<file path="config.mk">
export PLATFORM = sky130hd
export DESIGN_NAME = comparator_serial_nbit
export DESIGN_NICKNAME = d
export VERILOG_FILES = /design/src/rtl/comparator_serial_nbit.sv
export SDC_FILE = /design/constraint.sdc
export NUM_CORES = 1
export LEC_CHECK = 0
export CAP_MARGIN = 20
export CORE_MARGIN = 2
export CORE_UTILIZATION = 35
export DETAILED_ROUTE_END_ITERATION = 10
export GPL_TIMING_DRIVEN = 0
export SYNTH_ARGS = -nofsm -noshare
export SYNTH_HDL_FRONTEND = slang
export SYNTH_SLANG_ARGS = --single-unit
</file>
<file path="constraint.sdc">
create_clock -name clk -period 2.1 [get_ports clk]
set_input_delay 0.21 -clock clk [delete_from_list [all_inputs] [get_ports clk]]
set_output_delay 0.21 -clock clk [all_outputs]
set_load 0.005 [all_outputs]
</file>
<file path="src/rtl/comparator_serial_nbit.sv">
// Bit-serial magnitude comparator: captures A/B on start, walks MSB-first one bit per
// clock and stops at the first differing bit. Unsigned or two's-complement per request.
module comparator_serial_nbit #(
   parameter  int WIDTH = 8,
   localparam int CW    = $clog2(WIDTH + 1)
) (
   input  logic             clk,
   input  logic             rst_n,
   input  logic             start,
   input  logic             signed_m,
   input  logic [WIDTH-1:0] A,
   input  logic [WIDTH-1:0] B,
   output logic             ready,
   output logic             done,
   output logic             GT,
   output logic             EQ,
   output logic             LT,
   output logic [CW-1:0]    bits_used
);

   typedef enum logic [1:0] {
      ST_IDLE = 2'd0,
      ST_BUSY = 2'd1,
      ST_DONE = 2'd2
   } state_t;

   state_t           state_q, state_d;
   logic [WIDTH-1:0] a_q, a_d;
   logic [WIDTH-1:0] b_q, b_d;
   logic             sgn_q, sgn_d;
   logic [CW-1:0]    idx_q, idx_d;
   logic             gt_q, gt_d;
   logic             eq_q, eq_d;
   logic             lt_q, lt_d;
   logic [CW-1:0]    bits_q, bits_d;
   logic             done_q, done_d;
   logic             ready_q, ready_d;
   logic [2:0]       verdict_s;

   // Operands shift left each step, so the bit under test is always the MSB.
   // In signed mode the first examined bit is the sign bit and its sense is inverted.
   function automatic logic [2:0] bit_verdict(input logic a_bit, input logic invert);
      return (a_bit ^ invert) ? 3'b100 : 3'b001;
   endfunction

   // Next-state, datapath and registered-output decode
   always_comb begin
      state_d   = state_q;
      a_d       = a_q;
      b_d       = b_q;
      sgn_d     = sgn_q;
      idx_d     = idx_q;
      gt_d      = gt_q;
      eq_d      = eq_q;
      lt_d      = lt_q;
      bits_d    = bits_q;
      done_d    = 1'b0;
      ready_d   = 1'b0;
      verdict_s = bit_verdict(a_q[WIDTH-1], sgn_q && (idx_q == CW'(WIDTH - 1)));
      case (state_q)
         ST_IDLE: begin
            if (start) begin
               a_d     = A;
               b_d     = B;
               sgn_d   = signed_m;
               idx_d   = CW'(WIDTH - 1);
               gt_d    = 1'b0;
               eq_d    = 1'b0;
               lt_d    = 1'b0;
               bits_d  = {CW{1'b0}};
               state_d = ST_BUSY;
            end else begin
               ready_d = 1'b1;
            end
         end
         ST_BUSY: begin
            if (a_q[WIDTH-1] != b_q[WIDTH-1]) begin
               gt_d    = verdict_s[2];
               lt_d    = verdict_s[0];
               bits_d  = CW'(WIDTH) - idx_q;
               done_d  = 1'b1;
               state_d = ST_DONE;
            end else if (idx_q == {CW{1'b0}}) begin
               eq_d    = 1'b1;
               bits_d  = CW'(WIDTH);
               done_d  = 1'b1;
               state_d = ST_DONE;
            end else begin
               idx_d = idx_q - CW'(1);
               a_d   = a_q << 1'b1;
               b_d   = b_q << 1'b1;
            end
         end
         ST_DONE: begin
            ready_d = 1'b1;
            state_d = ST_IDLE;
         end
         default: begin
            ready_d = 1'b1;
            state_d = ST_IDLE;
         end
      endcase
   end

   // State, operand and output registers; reset aborts any compare in flight
   always_ff @(posedge clk or negedge rst_n) begin
      if (!rst_n) begin
         state_q <= ST_IDLE;
         a_q     <= {WIDTH{1'b0}};
         b_q     <= {WIDTH{1'b0}};
         sgn_q   <= 1'b0;
         idx_q   <= {CW{1'b0}};
         gt_q    <= 1'b0;
         eq_q    <= 1'b0;
         lt_q    <= 1'b0;
         bits_q  <= {CW{1'b0}};
         done_q  <= 1'b0;
         ready_q <= 1'b1;
      end else begin
         state_q <= state_d;
         a_q     <= a_d;
         b_q     <= b_d;
         sgn_q   <= sgn_d;
         idx_q   <= idx_d;
         gt_q    <= gt_d;
         eq_q    <= eq_d;
         lt_q    <= lt_d;
         bits_q  <= bits_d;
         done_q  <= done_d;
         ready_q <= ready_d;
      end
   end

   assign ready     = ready_q;
   assign done      = done_q;
   assign GT        = gt_q;
   assign EQ        = eq_q;
   assign LT        = lt_q;
   assign bits_used = bits_q;

endmodule

</file>
After elaboration in Yosys (flattened, before gate mapping)

Cells that the tools add are included.

Bits in registers: 32
Memories: 0
ROM bits: 0
Bits in latches: 0
Input port bits: 20
Output and inout bits: 9
Bits in writable memories: 0

Mux-type cells: 34
$lt $le $gt $ge: 0
Multipliers: 0
Shift operators: 0
Reduce and logical (&&, ||, !) cells: 10
Div/mod/pow operators: 0
$add $sub $neg: 2
Bitwise gates (word level): 1
Eq/ne operators: 9

Operators with widths:

| cell                | count |
|---|---|
| $mux 8              | 6 |
| $pmux 8 s2          | 2 |
| $mux 4              | 6 |
| $pmux 4 s2          | 2 |
| $ne 2x2->1 const B  | 5 |
| $mux 1              | 9 |
| $pmux 1 s2          | 4 |
| $reduce_and 4->1    | 2 |
| $mux 2              | 3 |
| $reduce_and 3->1    | 2 |
| $eq 4x3->1 const B  | 1 |
| $logic_not 4->1     | 1 |
| $pmux 2 s2          | 1 |
| $reduce_and 2->1    | 2 |
| $sub 4x1->4 const B | 1 |
| $sub 4x4->4 const A | 1 |
| $mux 3              | 1 |
| $ne 3x3->1 const B  | 1 |
| $eq 2x1->1 const B  | 1 |
| $logic_not 2->1     | 1 |
| $reduce_bool 2->1   | 1 |
| $logic_and 1x1->1   | 1 |
| $ne 1x1->1          | 1 |
| $xor 1x1->1         | 1 |

Logic depth before layout (Yosys ltp)

Gate-level depths: netlist (run 1).

Word-level depth: 6
Depth in mapped cells: 6
Mapped depth without buffers: 5

Worst setup path after synthesis (run 1)

OpenSTA, ideal clock, no wires.

Path kind: register -> register
Start point: register idx_q[0]
End point: register idx_q[1]
Setup time: 133 ps
Buffers on the path: 1
Data arrival time: 1576 ps
Period minus slack after synthesis: 1709 ps
Slack: 391 ps
Stages on the path, launching flop included: 7
Data required time: 1967 ps
Path through: dfrtp_1 > inv_1 > ha_1 > or3b_1 > buf_4 > a211oi_1 > a211oi_2

Word-level cells in the longest chain between the ends: 4
Elaborated cells between the ends (all ways): 7
Those cells by class: 1 x add/sub; 1 x eq/ne; 3 x mux; 2 x reduce/logical

Ends and longest elaborated chain:

| item                     | line | RTL |
|---|---|---|
| start: declaration       | 31   | `logic [CW-1:0] idx_q, idx_d;` |
| start signal: assignment | 112  | `idx_q <= {CW{1'b0}};` |
| start signal: assignment | 124  | `idx_q <= idx_d;` |
| $sub 4x1->4              | 89   | `idx_d = idx_q - CW'(1);` |
| $mux 4                   | 83   | `end else if (idx_q == {CW{1'b0}}) begin` |
| $mux 4                   | 77   | `if (a_q[WIDTH-1] != b_q[WIDTH-1]) begin` |
| $pmux 4 s2               | 60   | `case (state_q)` |

Parallel ways exist; a longest one is shown, timed or not. The select of a mux whose other input is x is not followed.
A chain may end at the register's enable or synchronous reset.

Final worst setup path (run 1)

Start point: register idx_q[0]
End point: register b_q[7]

Word-level cells in the longest chain between the ends: 3

Ends and longest elaborated chain:

| item                              | line | RTL |
|---|---|---|
| $logic_not 4->1                   | 83   |  |
| $ne 2x2->1 (no source line)       | -    |  |
| $reduce_and 4->1 (no source line) | -    |  |
| end signal: assignment            | 110  | `b_q <= {WIDTH{1'b0}};` |
| end: declaration                  | 29   | `logic [WIDTH-1:0] b_q, b_d;` |

Every way passes these cells.

==> summary.md, run 1 <==
The run finished, with violations left. The final reports fail on hold timing. The synthesized design contains 32 register bits.

The share of flip-flops with an asynchronous set or reset after synthesis is 100%. The die outline area came out at 0.00584 mm². The post-route minimum period works out to 1.95 ns. The core box area is 0.00507 mm², and the post-route fraction of the period consumed by the critical path is 93.0%. The fraction of the yosys area taken by sequential cells is 43.7%. Summed over all failing endpoints, the final setup total negative slack is 0 ns. The number of different library cells used by synthesis comes to 46. STA classifies the critical path endpoint as a flip-flop. After detailed routing, the total wire length is 4.88 mm. Summing all placed instances gives a cell area of 0.00220 mm².

Across every metal layer, demand over resource in global routing totals 17.6%. The clock root buffer master was sky130_fd_sc_hd__clkbuf_8. For this run, the leading register cell type out of synthesis is sky130_fd_sc_hd__dfrtp_1.

The total power per unit cell area is 1570 mW/mm². The total count of hold-check failures in the final report is 31, and the tightest hold margin is -0.0217 ns. The clock net in this run drives a total of 32 sinks. The finished layout holds 297 standard cells, fillers aside.

The critical path is of the reg2reg type. The number of clock buffers added by TritonCTS is 5. The run gives 1596 as the number of global-route vias before repair. The H-tree was split into 2 levels. The worst register-to-register path ends at b_q[7]. In this run the critical register-to-register path is launched from idx_q[0]. Total of endpoints with negative setup slack in the final report: 0. The final number of max-transition violations is 0, and the worst-case clock skew is 0.00317 ns. The post-synthesis net count came out at 211. Routability-driven placement finished with a final weighted congestion of 0.799.

The logs give 0.000551 V for the peak ir drop on the vdd network and 0.00232 mm² for the design area. The met2 routing resource usage after global routing was 26.5%. The worst-case reg-to-reg path depth was 6.

During placement, the flow inserted port buffers numbering 28. Dividing the detail-routed via count by the number of cells gives 5.52. In this design, the stage delay of the slowest critical-path cell is 0.43 ns. Once the floorplan was initialized, standard cells occupied 36.2% of the core. The worst register-to-register path has a setup slack of 0.15 ns. From left edge to right edge, the die measures 76.4 µm. The most critical setup path has its endpoint at b_q[7].

By area the synthesized netlist is led by sky130_fd_sc_hd__dfrtp_1 42%, sky130_fd_sc_hd__o211a_1 3.8%, sky130_fd_sc_hd__o41ai_1 3.8%, sky130_fd_sc_hd__nand2b_1 3.4%, sky130_fd_sc_hd__a311oi_1 3.3%. In this run the tightest slew margin relative to its limit is 51.7%. Cells with a size suffix above 1 make up 11.0% of the layout. TritonCTS built the clock tree. The highest fanout seen on the critical path is 10. Setup repair after global routing left no endpoint under its margin.

The mean instance size in the synthesized netlist was 9.72 µm². The kind of launch point of the worst setup path is a flip-flop. The dominant cell type by area after synthesis is sky130_fd_sc_hd__dfrtp_1.

Boundary pin count: 29. Data on the critical path is required at its endpoint by 2.26 ns. The number of antenna violations at the first check in global routing was 0.

Max-cap violations in this run came to 0. Clock latency on the worst-skew pair, taken at its later pin, is 0.29 ns. For the final routed DRC violation total, the log shows 0. The path class of the tightest hold or removal check is in2async. The leakage component of the power was 0.964 nW. Measured along the y axis, the die boundary spans 76.4 µm.

In this run the remaining antenna-violating nets after routing total 0. Synthesis produced a netlist whose cell count is 189. For the worst setup path, the data arrival time is 2.11 ns. met2 is the most crowded layer. For the number of synthesis warnings, the log shows 0. At the pin with the least slew margin, the transition time is 0.725 ns.

The number of flops mapped to enable cells by yosys was 0; the total standard cell area after synthesis was 0.00184 mm². From synthesis to final layout, the design area changed by 26.4%. Global routing used 4.03% of the available met3 tracks. The violation count after the first detailed-route iteration is 85. Highest clock rate: 512 MHz. Tracing the worst setup path back leads to its startpoint at idx_q[0].

The global-route wire length before repair came out at 8.10 mm. The average wire per cell in the routed design works out to 16.4 µm. The logs give 24.2% for the met1 usage in global routing and 0 for the count of hold-fix buffers inserted at cts. The number of placed instances with taps included is 287. The tools report the number of inserted diodes as 0.

Clock-pin slew was measured on the worst setup and hold paths at 0.07 ns. The run gives 3.31 mm as the sum of net half-perimeters after detailed placement. The tools report the number of rows in the core area as 26. The layout has 513 filler cells. The largest individual stage delay along the critical path comes from the cell sky130_fd_sc_hd__dfrtp_1.

For this run, the post-layout net count is 248. The top cell type by area accounts for 42.2% of the synthesized area. The run gives 2 as the buffer depth of the longest clock path. The final global-route overflow total was 0. The signal on the critical path passes through inv_1, ha_1, or3b_1, buf_4, a211oi_1, nor3_1. The iteration count of the initial detailed-routing pass is 4, and the maximum number of pins on one net before global-route repair is 33.

Detailed-route via count: 1639.
[worst max-delay path, delay by kind of cell (launching register included)]
family / cells / cell delay [ns]
fa+ha+maj: 1 / 0.27
buf+inv: 2 / 0.33
flops: 1 / 0.43
simple gates: 2 / 0.51
compound gates: 1 / 0.29
[through the flow]
step,worst slack [ns],util (%),total power [W]
6_report,0.147,45.8,0.00366
5_1_grt,0.0275,45.8,0.00393
4_1_cts,0.139,45.5,0.00366
3_5_place_dp,0.137,43.3,0.00307
3_3_place_gp,0.131,43.4,0.00303
2_1_floorplan,0.391,-,0.00245
[registers in the layout, indices dropped and copies added, names as in the netlist]
| name | flops |
|---|---|
| LT | 1 |
| EQ | 1 |
| bits_used | 4 |
| done | 1 |
| idx_q | 4 |
| b_q | 8 |
| sgn_q | 1 |
| a_q | 8 |
| ready | 1 |
| GT | 1 |
| state_q | 2 |
[synth_stat cells (all sizes together), types with 7 or more instances]
cell type,number
o22ai,7
inv,11
a311oi,7
clkbuf,9
o41ai,8
buf,9
o21ai,15
nand2,10
a21oi,11
nand2b,10
o211a,7
dfrtp,31
[kinds of logic after synthesis]
logic type                 count (synthesis)  share of synthesized area (%)
DFF                                       32                           43.7
buffers and inverters                     30                           7.15
and+or+nand+nor                           41                           12.9
xor gates and xnor gates                   4                           2.73
adders and majority gates                  2                           1.36
muxes                                      1                          0.613
AOI/OAI and AO/OA                         79                           31.6
[placed cells by master, fill, tap and decap left out, types with 4 or more instances in the layout]
cell type	Yosys	final
sky130_fd_sc_hd__o21ai_0	8	8
sky130_fd_sc_hd__o41ai_1	8	8
sky130_fd_sc_hd__a31oi_1	6	6
sky130_fd_sc_hd__nand2_1	10	10
sky130_fd_sc_hd__clkdlybuf4s50_1	0	27
sky130_fd_sc_hd__a311oi_1	7	7
sky130_fd_sc_hd__o22ai_1	7	7
sky130_fd_sc_hd__clkbuf_8	0	5
sky130_fd_sc_hd__nand3_1	4	4
sky130_fd_sc_hd__nor2b_1	4	4
sky130_fd_sc_hd__inv_1	11	11
sky130_fd_sc_hd__buf_4	3	5
sky130_fd_sc_hd__clkbuf_1	9	10
sky130_fd_sc_hd__nand2b_1	10	10
sky130_fd_sc_hd__o211a_1	7	7
sky130_fd_sc_hd__o21ai_1	7	7
sky130_fd_sc_hd__buf_2	6	7
sky130_fd_sc_hd__dfrtp_1	31	31
sky130_fd_sc_hd__a21oi_1	11	11
[where the power goes]
group | switching (W) | leakage, nW | internal, W
clock network | 0.000233 | 0.0552 | 0.000352
registers | 0.000220 | 0.382 | 0.000901
logic | 0.00115 | 0.528 | 0.000803
total | 0.00160 | 0.964 | 0.00206
[timing repair]
action	CTS	global route
gates resized for setup	0	0
setup buffers	0	2
hold endpoints to repair	0	0
endpoints found under the setup margin	0	3
[how the worst min path moves through the flow]
stage | cells after the start | startpoint | endpoint | slack (ns)
CTS | 1 | rst_n | a_q[3] | 0.01
floorplan | 0 | rst_n | EQ | -0.09
global route | 1 | rst_n | b_q[7] | 0.03
finish | 1 | rst_n | GT | -0.02
global placement | 1 | bits_used[2] | bits_used[2] | 0.47
detailed placement | 1 | rst_n | done | 0.32
[area by class of cell]
class                           count  area, µm²  share of cell area, %
Clock inverter                      2       35.0                   1.51
Sequential cell                    32        802                   34.5
Buffer                             18       86.3                   3.72
Multi-Input combinational cell    127        903                   38.9
Inverter                           12       45.0                   1.94
Clock buffer                        6       72.6                   3.12
Tap cell                           70       87.6                   3.77
Timing Repair Buffer               30        290                   12.5
[layer usage]
layer,vias up,share of wire [%]
met5,-,0
met4,0,1.7
met3,8,5.0
met2,50,45
met1,795,48
li1,786,-
Note: power is estimated with default switching activity, not from simulation.
==> inputs of run 2 (changes only) <==
--- a/config.mk
+++ b/config.mk
@@ -5,6 +5,7 @@
 export SDC_FILE = /design/constraint.sdc
 export NUM_CORES = 1
 export LEC_CHECK = 0
+export ABC_AREA = 1
 export CAP_MARGIN = 20
 export CORE_MARGIN = 2
 export CORE_UTILIZATION = 35
==> summary.md, run 2 <==
The flow ran to the end, and the final reports show no timing, DRC or antenna violations. The logs give 0 (unchanged) for the reported max-cap violation count and 6.33 mm (was 8.10 mm) for the global-route wire length before repair. The buffer depth of the longest clock path is 2 (unchanged), and the detail-routed via count per cell is 4.56 (was 5.52). The number of flops mapped to enable cells by yosys was 0 (unchanged); the boundary pin count was 29 (unchanged). The logs give 0 (unchanged) for the post-CTS repair timing setup buffer count and 34.2% (was 30.7%) for the share of total power in sequential cells. TritonCTS built the clock tree. The leakage component of the power came out at 1.16 nW (was 0.964 nW).

The highest clock rate was 665 MHz (was 512 MHz). The number of inserted diodes is 0 (unchanged). The type of the worst setup path is reg2out (was reg2reg).

Most common library cell in the layout ignoring fill and taps: sky130_fd_sc_hd__nand2_1 (was sky130_fd_sc_hd__dfrtp_1). The logs give 0 (unchanged) for the final number of max-transition violations and 802 µm² (unchanged) for the area taken by flip-flops and latches. The logs give 0.29 ns (about the same) for the source-to-sink clock delay at the later pin of the worst-skew pair and 0.000516 V (was 0.000551 V) for the peak ir drop on the vdd network.

The tools report the maximum number of pins on one net before global-route repair as 33 (unchanged). The number of global-route vias before repair was 1340 (was 1596). The logs give 25 (was 26) for the number of rows in the core area and 0.00201 mm² (was 0.00220 mm²) for the post-placement cell area. The tools report the number of standard cells after synthesis as 219 (was 189). Die width: 73.1 µm (was 76.4 µm). Setup repair after global routing left no endpoint under its margin. Post-route fraction of the period consumed by the critical path: 71.6% (was 93.0%).

Iteration count of the initial detailed-routing pass: 4 (unchanged). Counting instances, the worst hold path has a depth of 3. The worst-case clock skew is 0.00537 ns (was 0.00317 ns), and the critical path's largest stage delay is 0.52 ns (was 0.43 ns).

The layout net count was 277 (was 248). Crit path cell chain: clkdlybuf4s50_1 (was inv_1, ha_1, or3b_1, buf_4, a211oi_1, nor3_1). Leading cell types by count after synthesis: 115 x sky130_fd_sc_hd__nand2_1, 31 x sky130_fd_sc_hd__dfrtp_1, 27 x sky130_fd_sc_hd__nand3_1, 15 x sky130_fd_sc_hd__inv_1, 4 x sky130_fd_sc_hd__nor2_1 (was 31 x sky130_fd_sc_hd__dfrtp_1, 11 x sky130_fd_sc_hd__a21oi_1, 11 x sky130_fd_sc_hd__inv_1, 10 x sky130_fd_sc_hd__nand2_1, 10 x sky130_fd_sc_hd__nand2b_1). The fraction of the yosys area taken by sequential cells is 48.1% (was 43.7%), and the total of endpoints with negative setup slack in the final report is 0 (unchanged). The gate family responsible for the most delay along the worst path was flip-flops (was simple AND/OR/NAND/NOR gates). The worst-case reg-to-reg path depth is 8 (was 6), and the setup TNS after final layout is 0 ns (unchanged).

The tools report the number of synthesis warnings as 0 (unchanged). The count of buffers from port buffering is 28 (unchanged), and the die outline area is 0.00534 mm² (was 0.00584 mm²). The dominant cell type by area after synthesis is sky130_fd_sc_hd__dfrtp_1 (unchanged). The tools report the kind of capture point of the worst setup path as an output pin (was a flip-flop). The average wire per cell in the routed design was 11.8 µm (was 16.4 µm); the total standard cell area after synthesis was 0.00167 mm² (was 0.00184 mm²). Endpoint required time on the critical path: 1.89 ns (was 2.26 ns). The most common cell in the synthesized netlist was sky130_fd_sc_hd__nand2_1 (was sky130_fd_sc_hd__dfrtp_1).

The tools report the sum of net half-perimeters after detailed placement as 2.51 mm (was 3.31 mm). The number of gates on the worst path with buffers counted is 1 (was 6). The relative max-transition margin was 50.5% (was 51.7%).

The run gives 241 (was 211) as the post-synthesis net count. The final antenna-violating net count was 0 (unchanged). The mean instance size in the synthesized netlist came out at 7.62 µm² (was 9.72 µm²). Most used cells in the layout excluding fill and tap cells: 115 x sky130_fd_sc_hd__nand2_1, 31 x sky130_fd_sc_hd__dfrtp_1, 27 x sky130_fd_sc_hd__nand3_1, 27 x sky130_fd_sc_hd__clkdlybuf4s50_1, 15 x sky130_fd_sc_hd__inv_1 (was 31 x sky130_fd_sc_hd__dfrtp_1, 27 x sky130_fd_sc_hd__clkdlybuf4s50_1, 11 x sky130_fd_sc_hd__inv_1, 11 x sky130_fd_sc_hd__a21oi_1).

The logs give 0 (unchanged) for the final routed DRC violation total and 16.3% (was 16.0%) for the portion of total power attributed to the clock network. Detailed-route via count: 1414 (was 1639). The overall power consumption was 0.00311 W (was 0.00366 W). For the starting density of the core, the log shows 35.8% (was 36.2%). The worst path setup slack after routing was 0.596 ns (was 0.147 ns); the layout cell share with drive strength beyond 1 was 12.1% (was 11.0%). The tools report the arrival time of data at the critical path endpoint as 1.29 ns (was 2.11 ns). Largest registers ranked by flip-flop count: a_q x8, b_q x8 (unchanged). The unique cell type count in the Yosys netlist was 21 (was 46); the critical path buffer and inverter count was 1 (was 2). The tightest hold margin was 0.461 ns (was -0.0217 ns); the CTS clock-pin slew for the worst setup and hold paths was 0.07 ns (about the same).

The net switching component of the power was 0.00133 W (was 0.00160 W); the final routed wirelength across all metal layers was 3.67 mm (was 4.88 mm). The number of H-tree branching levels was 2 (unchanged); the slew at the pin closest to its max-slew limit was 0.742 ns (was 0.725 ns). For the violation count after the first detailed-route iteration, the log shows 70 (was 85).

The total count of hold-check failures in the final report is 0 (was 31). The tools report the number of clock sinks as 32 (unchanged). The kind of launch point of the worst setup path is a flip-flop (unchanged). Number of clock buffers inserted by TritonCTS: 5 (unchanged).

The share of total power consumed by net switching works out to 42.8% (was 43.8%). Top cells by area in the synthesized netlist: sky130_fd_sc_hd__dfrtp_1 46%, sky130_fd_sc_hd__nand2_1 26%, sky130_fd_sc_hd__nand3_1 8.1%, sky130_fd_sc_hd__inv_1 3.4%, sky130_fd_sc_hd__buf_6 2.0% (was sky130_fd_sc_hd__dfrtp_1 42%, sky130_fd_sc_hd__o211a_1 3.8%, sky130_fd_sc_hd__o41ai_1 3.8%, sky130_fd_sc_hd__nand2b_1 3.4%, sky130_fd_sc_hd__a311oi_1 3.3%). The class of the worst hold path was in2reg (was in2async). The number of register bits inferred by synthesis is 32 (unchanged), and the layout filler cell count is 493 (was 513). The logs give 16.0% (was 17.6%) for the global router's overall resource usage and 0.00211 mm² (was 0.00232 mm²) for the design area. The slowest cell on the critical path was sky130_fd_sc_hd__dfstp_2 (was sky130_fd_sc_hd__dfrtp_1). The y dimension of the die is 73.1 µm (was 76.4 µm). For the number of resized instances in the post-cts repair step, the log shows 0 (unchanged). The post-route minimum period is 1.50 ns (was 1.95 ns), and the core box area is 0.00466 mm² (was 0.00507 mm²).

The top cell type's share of synthesized area was 46.5% (was 42.2%). The share of flip-flops with an asynchronous set or reset after synthesis came out at 100% (unchanged). The highest fanout seen on the critical path came out at 1 (was 10).

The final global-route overflow total is 0 (unchanged). The most common flop cell mapped by yosys is sky130_fd_sc_hd__dfrtp_1 (unchanged). The logs give 0.00178 W (was 0.00206 W) for the total internal power and 0 (unchanged) for the number of antenna violations at the first check in global routing. Clock root buffer master: sky130_fd_sc_hd__clkbuf_8 (unchanged).

The total power per unit cell area is 1470 mW/mm² (was 1570 mW/mm²), and the area of the multi-input gates is 728 µm² (was 903 µm²). The tools report the final weighted congestion in routability-driven placement as 0.828 (was 0.799). The post-synthesis to final-layout area growth is 26.7% (was 26.4%). The run gives 49.5% (was 53.3%) as the logic gate share of total power. Post-placement setup slack: 0.442 ns (was 0.137 ns).
[run 2: cell count changes after synthesis, moves of 8 or more]
| cell | previous run | this run |
|---|---|---|
| sky130_fd_sc_hd__clkbuf_1 | 9 | 0 |
| sky130_fd_sc_hd__nand2_1 | 10 | 115 |
| sky130_fd_sc_hd__o41ai_1 | 8 | 0 |
| sky130_fd_sc_hd__nand2b_1 | 10 | 0 |
| sky130_fd_sc_hd__nand3_1 | 4 | 27 |
| sky130_fd_sc_hd__a21oi_1 | 11 | 1 |
| sky130_fd_sc_hd__o21ai_0 | 8 | 0 |
[run 2: cell type report]
cell class / instances / share of cell area [%]
plain buffers: 8 / 3.37
clock buffers: 6 / 3.91
clock inverters: 2 / 0.473
inverters: 18 / 3.20
multi-input cells: 161 / 34.4
flip-flops and latches: 32 / 37.9
well taps: 54 / 3.20
repair buffers: 29 / 13.5
[run 2: kinds of logic after synthesis]
logic type,synth area share (%)
compound gates,0.300
fa+ha+maj,1.50
buf+inv,8.32
flops,48.1
simple gates,41.8
[run 2: per-stage QoR]
| stage | utilization [%] | std cells |
|---|---|---|
| 2_1_floorplan | - | 219 |
| 3_3_place_gp | 43.3 | 301 |
| 3_5_place_dp | 43.2 | 301 |
| 4_1_cts | 45.4 | 310 |
| 5_1_grt | 45.4 | 310 |
| 6_report | 45.4 | 310 |
[run 2: power groups by stage]
stage	Combinational (W)	Clock [W]	Sequential, W
floorplan	0.00112	0	0.00104
global placement	0.00154	0	0.00107
detailed placement	0.00155	0	0.00107
CTS	0.00156	0.000515	0.00106
global route	0.00176	0.000547	0.00110
finish	0.00154	0.000507	0.00106
[run 2: routing by layer]
metal	vias up	global-route usage (%)	part of all wire, %
met2	32	24.2	42
met3	9	4.01	4.5
met1	624	21.1	51
met4	0	8.02	2.4
met5	-	0	0
li1	749	-	-
[run 2: path summary, 6_finish.rpt]
check                             start           end  slack [ns]
max                               ready         ready        0.60
min                            signed_m         sgn_q        0.46
max reg2reg                    idx_q[0]        b_q[3]        0.63
min reg2reg                bits_used[2]  bits_used[2]        0.47
max in group asynchronous         rst_n        b_q[3]        1.10
min in group asynchronous         rst_n            LT        0.52
[run 2: repair_timing]
action                     in CTS  in global routing
hold buffers                    1                  0
setup endpoints to repair       0                  0
hold endpoints to repair       16                  0
